File: src/rtl/ps2_typewriter_keyboard.sv
// PS/2 keyboard receiver and scan-code decoder feeding a 4-entry typewriter character FIFO.
//
// state    | meaning
// ---------+-------------------------------------------------------------
// S_IDLE   | waiting for a start bit (ps2_data=0 on a filtered clk fall)
// S_DATA   | shifting in 8 data bits, LSB first
// S_PARITY | sampling the parity bit; a parity error is remembered
// S_STOP   | sampling the stop bit; releases the byte or flags an error
module ps2_typewriter_keyboard #(
    parameter int CLK_HZ     = 75000000,
    parameter int FILTER_LEN = 8,
    parameter int TIMEOUT_US = 2000
) (
    input  logic       clk,
    input  logic       reset_n,
    input  logic       ps2_clk,
    input  logic       ps2_data,
    output logic [6:0] char_out,
    output logic       char_valid,
    input  logic       char_ack,
    output logic       shift_active,
    output logic       overflow,
    input  logic       overflow_clr,
    output logic       frame_error
);

    localparam longint unsigned TO_CYC = (64'(CLK_HZ) * 64'(TIMEOUT_US)) / 64'd1000000;
    localparam int TO_W  = $clog2(TO_CYC + 1);
    localparam int CNT_W = $clog2(FILTER_LEN + 1);

    typedef enum logic [1:0] {S_IDLE, S_DATA, S_PARITY, S_STOP} rx_state_t;

    logic             clk_s1_q, clk_s2_q, dat_s1_q, dat_s2_q;
    logic             clk_filt_q, clk_filt_d;
    logic [CNT_W-1:0] filt_cnt_q, filt_cnt_d;
    logic             clk_fall;
    rx_state_t        state_q, state_d;
    logic [2:0]       bit_cnt_q, bit_cnt_d;
    logic [7:0]       shreg_q, shreg_d;
    logic             par_err_q, par_err_d;
    logic [TO_W-1:0]  timer_q, timer_d;
    logic             frame_error_q, frame_error_d;
    logic             byte_rdy;
    logic             brk_q, brk_d, ext_q, ext_d, shl_q, shl_d, shr_q, shr_d;
    logic [6:0]       dec_char_q, dec_char_d;
    logic             dec_vld_q, dec_vld_d;
    logic [13:0]      lut;
    logic [6:0]       mem_q [4];
    logic [6:0]       mem_d [4];
    logic [1:0]       wr_ptr_q, wr_ptr_d, rd_ptr_q, rd_ptr_d;
    logic [2:0]       count_q, count_d;
    logic             overflow_q, overflow_d;
    logic             pop, push_ok;

    // Scan code to {unshifted, shifted} ASCII; zero means unmapped.
    function automatic logic [13:0] kbd_map(input logic [7:0] code);
        case (code)
            8'h1C: kbd_map = {7'h61, 7'h41};   8'h32: kbd_map = {7'h62, 7'h42};
            8'h21: kbd_map = {7'h63, 7'h43};   8'h23: kbd_map = {7'h64, 7'h44};
            8'h24: kbd_map = {7'h65, 7'h45};   8'h2B: kbd_map = {7'h66, 7'h46};
            8'h34: kbd_map = {7'h67, 7'h47};   8'h33: kbd_map = {7'h68, 7'h48};
            8'h43: kbd_map = {7'h69, 7'h49};   8'h3B: kbd_map = {7'h6A, 7'h4A};
            8'h42: kbd_map = {7'h6B, 7'h4B};   8'h4B: kbd_map = {7'h6C, 7'h4C};
            8'h3A: kbd_map = {7'h6D, 7'h4D};   8'h31: kbd_map = {7'h6E, 7'h4E};
            8'h44: kbd_map = {7'h6F, 7'h4F};   8'h4D: kbd_map = {7'h70, 7'h50};
            8'h15: kbd_map = {7'h71, 7'h51};   8'h2D: kbd_map = {7'h72, 7'h52};
            8'h1B: kbd_map = {7'h73, 7'h53};   8'h2C: kbd_map = {7'h74, 7'h54};
            8'h3C: kbd_map = {7'h75, 7'h55};   8'h2A: kbd_map = {7'h76, 7'h56};
            8'h1D: kbd_map = {7'h77, 7'h57};   8'h22: kbd_map = {7'h78, 7'h58};
            8'h35: kbd_map = {7'h79, 7'h59};   8'h1A: kbd_map = {7'h7A, 7'h5A};
            8'h45: kbd_map = {7'h30, 7'h29};   8'h16: kbd_map = {7'h31, 7'h21};
            8'h1E: kbd_map = {7'h32, 7'h40};   8'h26: kbd_map = {7'h33, 7'h23};
            8'h25: kbd_map = {7'h34, 7'h24};   8'h2E: kbd_map = {7'h35, 7'h25};
            8'h36: kbd_map = {7'h36, 7'h5E};   8'h3D: kbd_map = {7'h37, 7'h26};
            8'h3E: kbd_map = {7'h38, 7'h2A};   8'h46: kbd_map = {7'h39, 7'h28};
            8'h29: kbd_map = {7'h20, 7'h20};   8'h5A: kbd_map = {7'h0D, 7'h0D};
            8'h66: kbd_map = {7'h08, 7'h08};   8'h4E: kbd_map = {7'h2D, 7'h5F};
            8'h49: kbd_map = {7'h2E, 7'h3E};   8'h41: kbd_map = {7'h2C, 7'h3C};
            default: kbd_map = '0;
        endcase
    endfunction

    // Two-flop synchronizers; lines reset to their idle-high level so no false edge follows reset.
    always_ff @(posedge clk or negedge reset_n) begin
        if (!reset_n) begin
            clk_s1_q <= 1'b1; clk_s2_q <= 1'b1;
            dat_s1_q <= 1'b1; dat_s2_q <= 1'b1;
        end else begin
            clk_s1_q <= ps2_clk;  clk_s2_q <= clk_s1_q;
            dat_s1_q <= ps2_data; dat_s2_q <= dat_s1_q;
        end
    end

    // Glitch filter: ps2_clk changes level only after FILTER_LEN consecutive differing samples.
    always_comb begin
        clk_filt_d = clk_filt_q;
        filt_cnt_d = '0;
        if (clk_s2_q != clk_filt_q) begin
            if (filt_cnt_q == CNT_W'(FILTER_LEN - 1)) clk_filt_d = clk_s2_q;
            else                                      filt_cnt_d = filt_cnt_q + CNT_W'(1);
        end
    end

    assign clk_fall = clk_filt_q & ~clk_filt_d;

    // Frame receiver with a down-counting frame timeout that only runs outside S_IDLE.
    always_comb begin
        state_d       = state_q;
        bit_cnt_d     = bit_cnt_q;
        shreg_d       = shreg_q;
        par_err_d     = par_err_q;
        timer_d       = timer_q;
        byte_rdy      = 1'b0;
        frame_error_d = 1'b0;
        if (state_q == S_IDLE) timer_d = TO_W'(TO_CYC);
        if (state_q != S_IDLE && timer_q == '0) begin
            state_d       = S_IDLE;
            frame_error_d = 1'b1;
        end else begin
            if (state_q != S_IDLE) timer_d = timer_q - TO_W'(1);
            if (clk_fall) begin
                unique case (state_q)
                    S_IDLE: if (!dat_s2_q) begin
                        state_d   = S_DATA;
                        bit_cnt_d = '0;
                    end
                    S_DATA: begin
                        shreg_d   = {dat_s2_q, shreg_q[7:1]};
                        bit_cnt_d = bit_cnt_q + 3'd1;
                        if (bit_cnt_q == 3'd7) state_d = S_PARITY;
                    end
                    S_PARITY: begin
                        par_err_d = ~(^shreg_q ^ dat_s2_q);
                        state_d   = S_STOP;
                    end
                    S_STOP: begin
                        if (dat_s2_q && !par_err_q) byte_rdy      = 1'b1;
                        else                        frame_error_d = 1'b1;
                        state_d = S_IDLE;
                    end
                endcase
            end
        end
    end

    // Scan decoder: prefix flags, shift tracking and character lookup into the decode register.
    always_comb begin
        brk_d      = brk_q;
        ext_d      = ext_q;
        shl_d      = shl_q;
        shr_d      = shr_q;
        dec_char_d = dec_char_q;
        dec_vld_d  = 1'b0;
        lut        = kbd_map(shreg_q);
        if (byte_rdy) begin
            if (shreg_q == 8'hF0) begin
                brk_d = 1'b1;
            end else if (shreg_q == 8'hE0) begin
                ext_d = 1'b1;
            end else begin
                brk_d = 1'b0;
                ext_d = 1'b0;
                if (!ext_q) begin
                    if (shreg_q == 8'h12)      shl_d = ~brk_q;
                    else if (shreg_q == 8'h59) shr_d = ~brk_q;
                    else if (!brk_q && lut[13:7] != '0) begin
                        dec_char_d = shift_active ? lut[6:0] : lut[13:7];
                        dec_vld_d  = 1'b1;
                    end
                end
            end
        end
    end

    // Character FIFO; a push into a full FIFO only succeeds when the head is popped in the same cycle.
    always_comb begin
        pop        = char_ack && (count_q != 3'd0);
        push_ok    = dec_vld_q && (count_q != 3'd4 || pop);
        mem_d      = mem_q;
        if (push_ok) mem_d[wr_ptr_q] = dec_char_q;
        wr_ptr_d   = wr_ptr_q + {1'b0, push_ok};
        rd_ptr_d   = rd_ptr_q + {1'b0, pop};
        count_d    = count_q + {2'b0, push_ok} - {2'b0, pop};
        overflow_d = overflow_q;
        if (overflow_clr)           overflow_d = 1'b0;
        if (dec_vld_q && !push_ok)  overflow_d = 1'b1;
    end

    // State registers for filter, receiver, decoder and FIFO.
    always_ff @(posedge clk or negedge reset_n) begin
        if (!reset_n) begin
            clk_filt_q    <= 1'b1;
            filt_cnt_q    <= '0;
            state_q       <= S_IDLE;
            bit_cnt_q     <= '0;
            shreg_q       <= '0;
            par_err_q     <= 1'b0;
            timer_q       <= TO_W'(TO_CYC);
            frame_error_q <= 1'b0;
            brk_q         <= 1'b0;
            ext_q         <= 1'b0;
            shl_q         <= 1'b0;
            shr_q         <= 1'b0;
            dec_char_q    <= '0;
            dec_vld_q     <= 1'b0;
            for (int i = 0; i < 4; i++) mem_q[i] <= '0;
            wr_ptr_q      <= '0;
            rd_ptr_q      <= '0;
            count_q       <= '0;
            overflow_q    <= 1'b0;
        end else begin
            clk_filt_q    <= clk_filt_d;
            filt_cnt_q    <= filt_cnt_d;
            state_q       <= state_d;
            bit_cnt_q     <= bit_cnt_d;
            shreg_q       <= shreg_d;
            par_err_q     <= par_err_d;
            timer_q       <= timer_d;
            frame_error_q <= frame_error_d;
            brk_q         <= brk_d;
            ext_q         <= ext_d;
            shl_q         <= shl_d;
            shr_q         <= shr_d;
            dec_char_q    <= dec_char_d;
            dec_vld_q     <= dec_vld_d;
            mem_q         <= mem_d;
            wr_ptr_q      <= wr_ptr_d;
            rd_ptr_q      <= rd_ptr_d;
            count_q       <= count_d;
            overflow_q    <= overflow_d;
        end
    end

    assign char_out     = mem_q[rd_ptr_q];
    assign char_valid   = (count_q != 3'd0);
    assign shift_active = shl_q | shr_q;
    assign overflow     = overflow_q;
    assign frame_error  = frame_error_q;

endmodule

File: config.mk
export PLATFORM = sky130hd
export DESIGN_NAME = ps2_typewriter_keyboard
export DESIGN_NICKNAME = d
export VERILOG_FILES = /design/src/rtl/ps2_typewriter_keyboard.sv
export SDC_FILE = /design/constraint.sdc
export NUM_CORES = 1
export LEC_CHECK = 0
export BUFFER_PORTS_ARGS = -buffer_cell sky130_fd_sc_hd__buf_2
export CORE_UTILIZATION = 25
export CTS_CLUSTER_SIZE = 10
export DETAILED_ROUTE_END_ITERATION = 10
export PLACE_DENSITY = 0.49
export SYNTH_ARGS = -nofsm -noshare
export SYNTH_HDL_FRONTEND = slang
export SYNTH_SLANG_ARGS = --single-unit
File: constraint.sdc
create_clock -name clk -period 7.23 [get_ports clk]
set_clock_uncertainty 0.2 [all_clocks]
set_input_delay 1.8075 -clock clk [delete_from_list [all_inputs] [get_ports clk]]
set_output_delay 1.8075 -clock clk [all_outputs]
set_load 0.01 [all_outputs]
=== Word level (Yosys, flattened, before mapping) ===
Memory sizes are Yosys's and may differ from the RTL's.
Index checks and enable logic that the tools add are counted.

* Input port bits: 6
* Memories kept: 1
* Word-level logic and storage cells: 137
* Memory bits (read-only): 1792
* Register bits: 90
* Output and inout port bits: 11
* Bits in latches: 0
* Memory bits (writable): 0

* Bitwise logic cells: 14
* $mul: 0
* Reductions and logical operators: 29
* $lt $le $gt $ge: 3
* Divide/modulo/power cells: 0
* Equal/unequal tests: 15
* Add/sub/neg operators: 7
* Multiplexer cells: 42
* Shifts and indexed selects: 0

{| class="wikitable"
|+ Memories
! name !! depth !! width !! read ports !! clocked after Yosys merged registers in !! write ports !! RTL line !! text
|-
| (no name shown) || 128 || 14 || 1 || 0 || 0 || 57 || <nowiki>case (code)</nowiki>
|}

{| class="wikitable"
|+ Operators by type and width
! operator !! number
|-
| 18-bit 2-to-1 mux || 3
|-
| 28-bit bitwise mux || 1
|-
| 7-bit 2-to-1 mux || 4
|-
| 1-bit 2-to-1 mux || 22
|-
| 18-bit logical NOT || 1
|-
| 18-bit by 1-bit subtractor with 18-bit output, second input constant || 1
|-
| 8-bit equality test, second input constant || 2
|-
| 7-bit binary-select mux with 2-bit select || 1
|-
| 7-bit demux with 2-bit select || 1
|-
| 14-bit 2-to-1 mux || 1
|-
| 1-bit inverter || 9
|-
| 3-bit AND reduction || 3
|-
| 8-bit by 5-bit equality test with 1-bit output, second input constant || 1
|-
| 8-bit by 7-bit equality test with 1-bit output, second input constant || 1
|-
| 2-bit 2-to-1 mux || 4
|-
| 4-bit 2-to-1 mux || 2
|-
| 2-bit one-hot mux with 4 select lines || 1
|-
| 2-bit nonzero test || 4
|-
| 8-bit parity || 1
|-
| 1-bit logical AND || 7
|-
| 7-bit AND reduction || 1
|-
| 7-bit nonzero test || 1
|-
| 3-bit greater-or-equal comparator, second input constant || 2
|-
| 3-bit inequality test, second input constant || 2
|-
| other kinds (27) || 34
|}

=== Longest topological paths before layout ===
An unclocked memory read counts as a cell.

* Depth in word-level cells: 11
* Gate-level depth with buffers: 13
* Mapped depth without buffers: 10

=== Least setup slack after synthesis ===
No wires, ideal clock.

* Kind: input-to-reg
* From: input port char_ack
* To: register count_q[2]
* Data required time: 6.905 ns
* Library setup time: 0.125 ns
* Arrival time: 3.338 ns
* Stages: 9
* Setup slack: 3.567 ns
* Buffers on the path: 0
* Cells stage by stage: nor4b_1 > nand2b_1 > ha_1 > inv_1 > ha_1 > inv_1 > fa_1 > xnor2_1 > xnor2_1

* Longest elaborated chain between the ends: 5

{| class="wikitable"
|+ Ends and longest elaborated chain
! item !! RTL line !! text
|-
| start: declaration || 20 || <nowiki>input logic char_ack,</nowiki>
|-
| 1-bit logical AND (*) || 177 || <nowiki>pop = char_ack && (count_q != 3'd0);</nowiki>
|-
| 1-bit logical OR || 178 || <nowiki>push_ok = dec_vld_q && (count_q != 3'd4 || pop);</nowiki>
|-
| 1-bit logical AND || 178 ||
|-
| 3-bit by 1-bit adder with 3-bit output || 183 || <nowiki>count_d = count_q + {2'b0, push_ok} - {2'b0, pop};</nowiki>
|-
| 3-bit by 1-bit subtractor with 3-bit output (*) || 183 ||
|-
| named net count_d[2] || 51 || <nowiki>logic [2:0] count_q, count_d;</nowiki>
|-
| end signal: assignment || 229 || <nowiki>count_q <= count_d;</nowiki>
|-
| end: declaration || 51 ||
|}

Mark *: on every way through the listed nets, which the timed path passes. The rest lies on a longest branch.
A chain may end at the register's enable or synchronous reset.

=== Worst setup path after layout ===
* From: register shr_q
* To: output port shift_active

* Longest elaborated chain between the ends: 1

{| class="wikitable"
|+ Ends and longest elaborated chain
! item !! RTL line !! text
|-
| start: declaration || 44 || <nowiki>logic brk_q, brk_d, ext_q, ext_d, shl_q, shl_d, shr_q, shr_d;</nowiki>
|-
| start signal: assignment || 223 || <nowiki>shr_q <= shr_d;</nowiki>
|-
| 1-bit OR || 236 || <nowiki>assign shift_active = shl_q | shr_q;</nowiki>
|-
| end: declaration || 21 || <nowiki>output logic shift_active,</nowiki>
|}

No other way between the ends.

==> metrics.md <==
| Metric | Value |
|---|---|
| First-pass GRT wire length | `22140 µm` |
| Synth Net Count | `620` |
| Count of different cell masters after synthesis | `75` |
| Setup crit end kind | `output pin` |
| Sequential share of the synthesized area | `0.4032` |
| Final Hold Viols | `0` |
| Switching share of power | `0.2440` |
| Clock power share | `0.455` |
| CP required | `5220 ps` |
| Combinational share of power | `0.035` |
| Final period utilization | `0.5320` |
| Type of the worst setup path | `reg2out` |
| GRT overflow | `0` |
| Row cnt | `54` |
| Post-CTS Setup Inserts | `0` |
| Detailed-placement wirelength estimate | `8950 µm` |
| # diodes | `0` |
| Failing checks | `design-rule violations` |
| Detailed-route vias per instance | `4.877` |
| Initial DRC count | `358` |
| Post-route cell area | `6243 µm²` |
| P_leak | `2.639 nW` |
| TritonCTS clock tree | `done` |
| TNS Setup | `0 ps` |
| Die area | `23110 µm²` |
| GRT Total Usage | `0.1188` |
| Nets | `621` |
| I/O pin cnt | `17` |
| Mean Syn Cell Area | `9.618 µm²` |
| Setup violators final | `0` |
| Top cells by count, synth | `77 x dfrtp_1, 58 x nand2_1, 53 x o21ai_0, 40 x nor2_1, 28 x ha_1` |
| Largest net degree at the start of global routing | `64` |
| CTS H-tree lvls | `3` |
| Largest area contributor in the netlist | `dfrtp_1` |
| IO Port Bufs | `16` |
| Slew margin rel. | `0.2915` |
| CTS root buf | `clkbuf_16` |
| DIE HEIGHT | `152.0 µm` |
| Vias in the first global route | `4235` |
| Predominant post-synthesis flop cell | `dfrtp_1` |
| WP data arrival | `1840 ps` |
| Psw | `0.2515 mW` |
| Final Max Slew Viols | `0` |
| Most numerous cell in the Yosys netlist | `dfrtp_1` |
| Post-cts resize count | `0` |
| Sequential Power Share | `0.509` |
| Total CTS buffers | `9` |
| Yosys warnings | `0` |
| Fmax achieved | `260.0 MHz` |
| Synthesis-to-finish area growth | `10.96%` |
| Routed len/inst | `14.85 µm` |
| Post-synthesis cell count | `585` |
| Synth top area share | `0.3425` |
| CP Launch Type | `flop` |
| Post-synth EDFFs | `0` |
| Core ar. | `21960 µm²` |
| Status | `complete, but fails checks` |
| Clock sinks | `90` |
| Async SR Flop Fraction | `1.000` |
| Cell Area, Synth | `5627 µm²` |
| Final WL | `12940 µm` |
| Max-cap viol count | `0` |
| Area contributors post-synth | `dfrtp_1 34%, ha_1 6.2%, dfstp_2 6.1%` |
| Clock Latency Late Sink | `350 ps` |
| DR pass1 iterations | `8` |
| #FFs+latches synth | `90` |
| Post-route DRC | `4` |
| PwrDens | `165.1 nW/µm²` |
| Placed Instance Area | `5942 µm²` |
| Type of the worst min-delay path | `reg2reg` |
| Hold Buf Count CTS | `0` |
| Peak supply drop | `0.09109 mV` |
| Worst Tran Pin Value | `1055 ps` |
| Reg clk slew, reported paths | `70 ps` |
| Max clock buf depth | `2` |
| RSZ-0062 raised after global routing | `no` |
| Die X | `152.0 µm` |
| Initial Util | `0.2562` |
| Antenna violations before repair | `0` |
| Via count | `4248` |
| Layout cell share with drive strength beyond 1 | `0.1794` |
| CP max FO | `10` |
| Int Pwr | `0.7793 mW` |
| Post-route ant nets | `0` |
| Min cycle time layout | `3846 ps` |
| Routability cong. | `0.8552` |
[cell families after synthesis]
group | synth area share
adders and majority gates | 0.06582
and+or+nand+nor | 0.2139
DFF | 0.4032
muxes | 0.1058
AOI/OAI and AO/OA | 0.1356
xor gates and xnor gates | 0.03269
buffers and inverters | 0.04292
[registers in the layout, indices dropped and copies added, names as in the netlist, 2 cells and up]
name	cells
mem_q	28
timer_q	18
rd_ptr_q	2
filt_cnt_q	4
shreg_q	8
count_q	3
wr_ptr_q	2
dec_char_q	7
state_q	2
bit_cnt_q	3
[metrics by stage]
| stage | total power, mW | hold slack, ps | worst slack [ps] | utilization | instances |
|---|---|---|---|---|---|
| 2_1_floorplan | 0.5542 | 145.2 | 3567 | - | 585 |
| 3_3_place_gp | 0.5725 | 146.5 | 3351 | 0.2706 | 855 |
| 3_5_place_dp | 0.5724 | 148.8 | 3347 | 0.2706 | 855 |
| 4_1_cts | 1.056 | 159.8 | 3369 | 0.2843 | 871 |
| 5_1_grt | 1.085 | 166.9 | 3261 | 0.2843 | 871 |
| 6_report | 1.031 | 158.1 | 3384 | 0.2843 | 871 |
[power by group through the flow]
| stage | combinational (mW) | clock, mW | sequential (mW) |
|---|---|---|---|
| 3_3_place_gp | 0.0379 | 0 | 0.535 |
| 6_report | 0.0364 | 0.470 | 0.525 |
| 5_1_grt | 0.0426 | 0.516 | 0.526 |
| 3_5_place_dp | 0.0381 | 0 | 0.534 |
| 2_1_floorplan | 0.0216 | 0 | 0.533 |
| 4_1_cts | 0.0380 | 0.493 | 0.525 |
[final timing paths]
check / start / endpoint / slack (ps) / depth (start not counted)
max reg2reg: shreg_q[0]$_DFFE_PN0P_ / dec_char_q[0]$_DFFE_PN0P_ / 3790 / 10
min: clk_s1_q$_DFF_PN1_ / clk_s2_q$_DFF_PN1_ / 160 / 0
max in group asynchronous: reset_n / rd_ptr_q[0]$_DFF_PN0_ / 4500 / 2
max: shr_q$_DFFE_PN0P_ / shift_active / 3380 / 3
min in group asynchronous: reset_n / timer_q[2]$_DFF_PN0_ / 1190 / 1
min reg2reg: clk_s1_q$_DFF_PN1_ / clk_s2_q$_DFF_PN1_ / 160 / 0
[worst max-delay path, stage by stage (launching register included)]
cell      delay, ps
dfrtp_1         390
nor2_2          430
clkinv_1        420
buf_2           260
[cell type report]
class                   instances  area, µm²
well taps                     280      350.3
flip-flops and latches         90       2268
repair buffers                 21      120.1
inverters                      23      86.33
clock buffers                   9      225.2
multi-input cells             441       3117
clock inverters                 7      76.32
fillers                      2309      15720
[cells in the final DEF, fill, tap and decap left out, types with 15 or more instances in the layout]
cell,count
dfrtp_1,77
nand2_1,58
o21ai_0,53
nor2_1,40
ha_1,28
mux2_2,26
a21oi_1,24
nand3_1,22
nor3_1,21
inv_1,20
nand2b_1,16
buf_2,15
[per-layer routing]
| metal | part of all wire | routed length, µm | GRT usage | up-vias |
|---|---|---|---|---|
| li1 | - | - | - | 2106 |
| met1 | 0.49 | 6360 | 0.1613 | 2019 |
| met2 | 0.45 | 5806 | 0.1834 | 112 |
| met3 | 0.045 | 583 | 0.02795 | 11 |
| met4 | 0.014 | 187 | 0.04373 | 0 |
| met5 | 0 | 0 | 0 | - |
(Power assumes the default switching activity.)
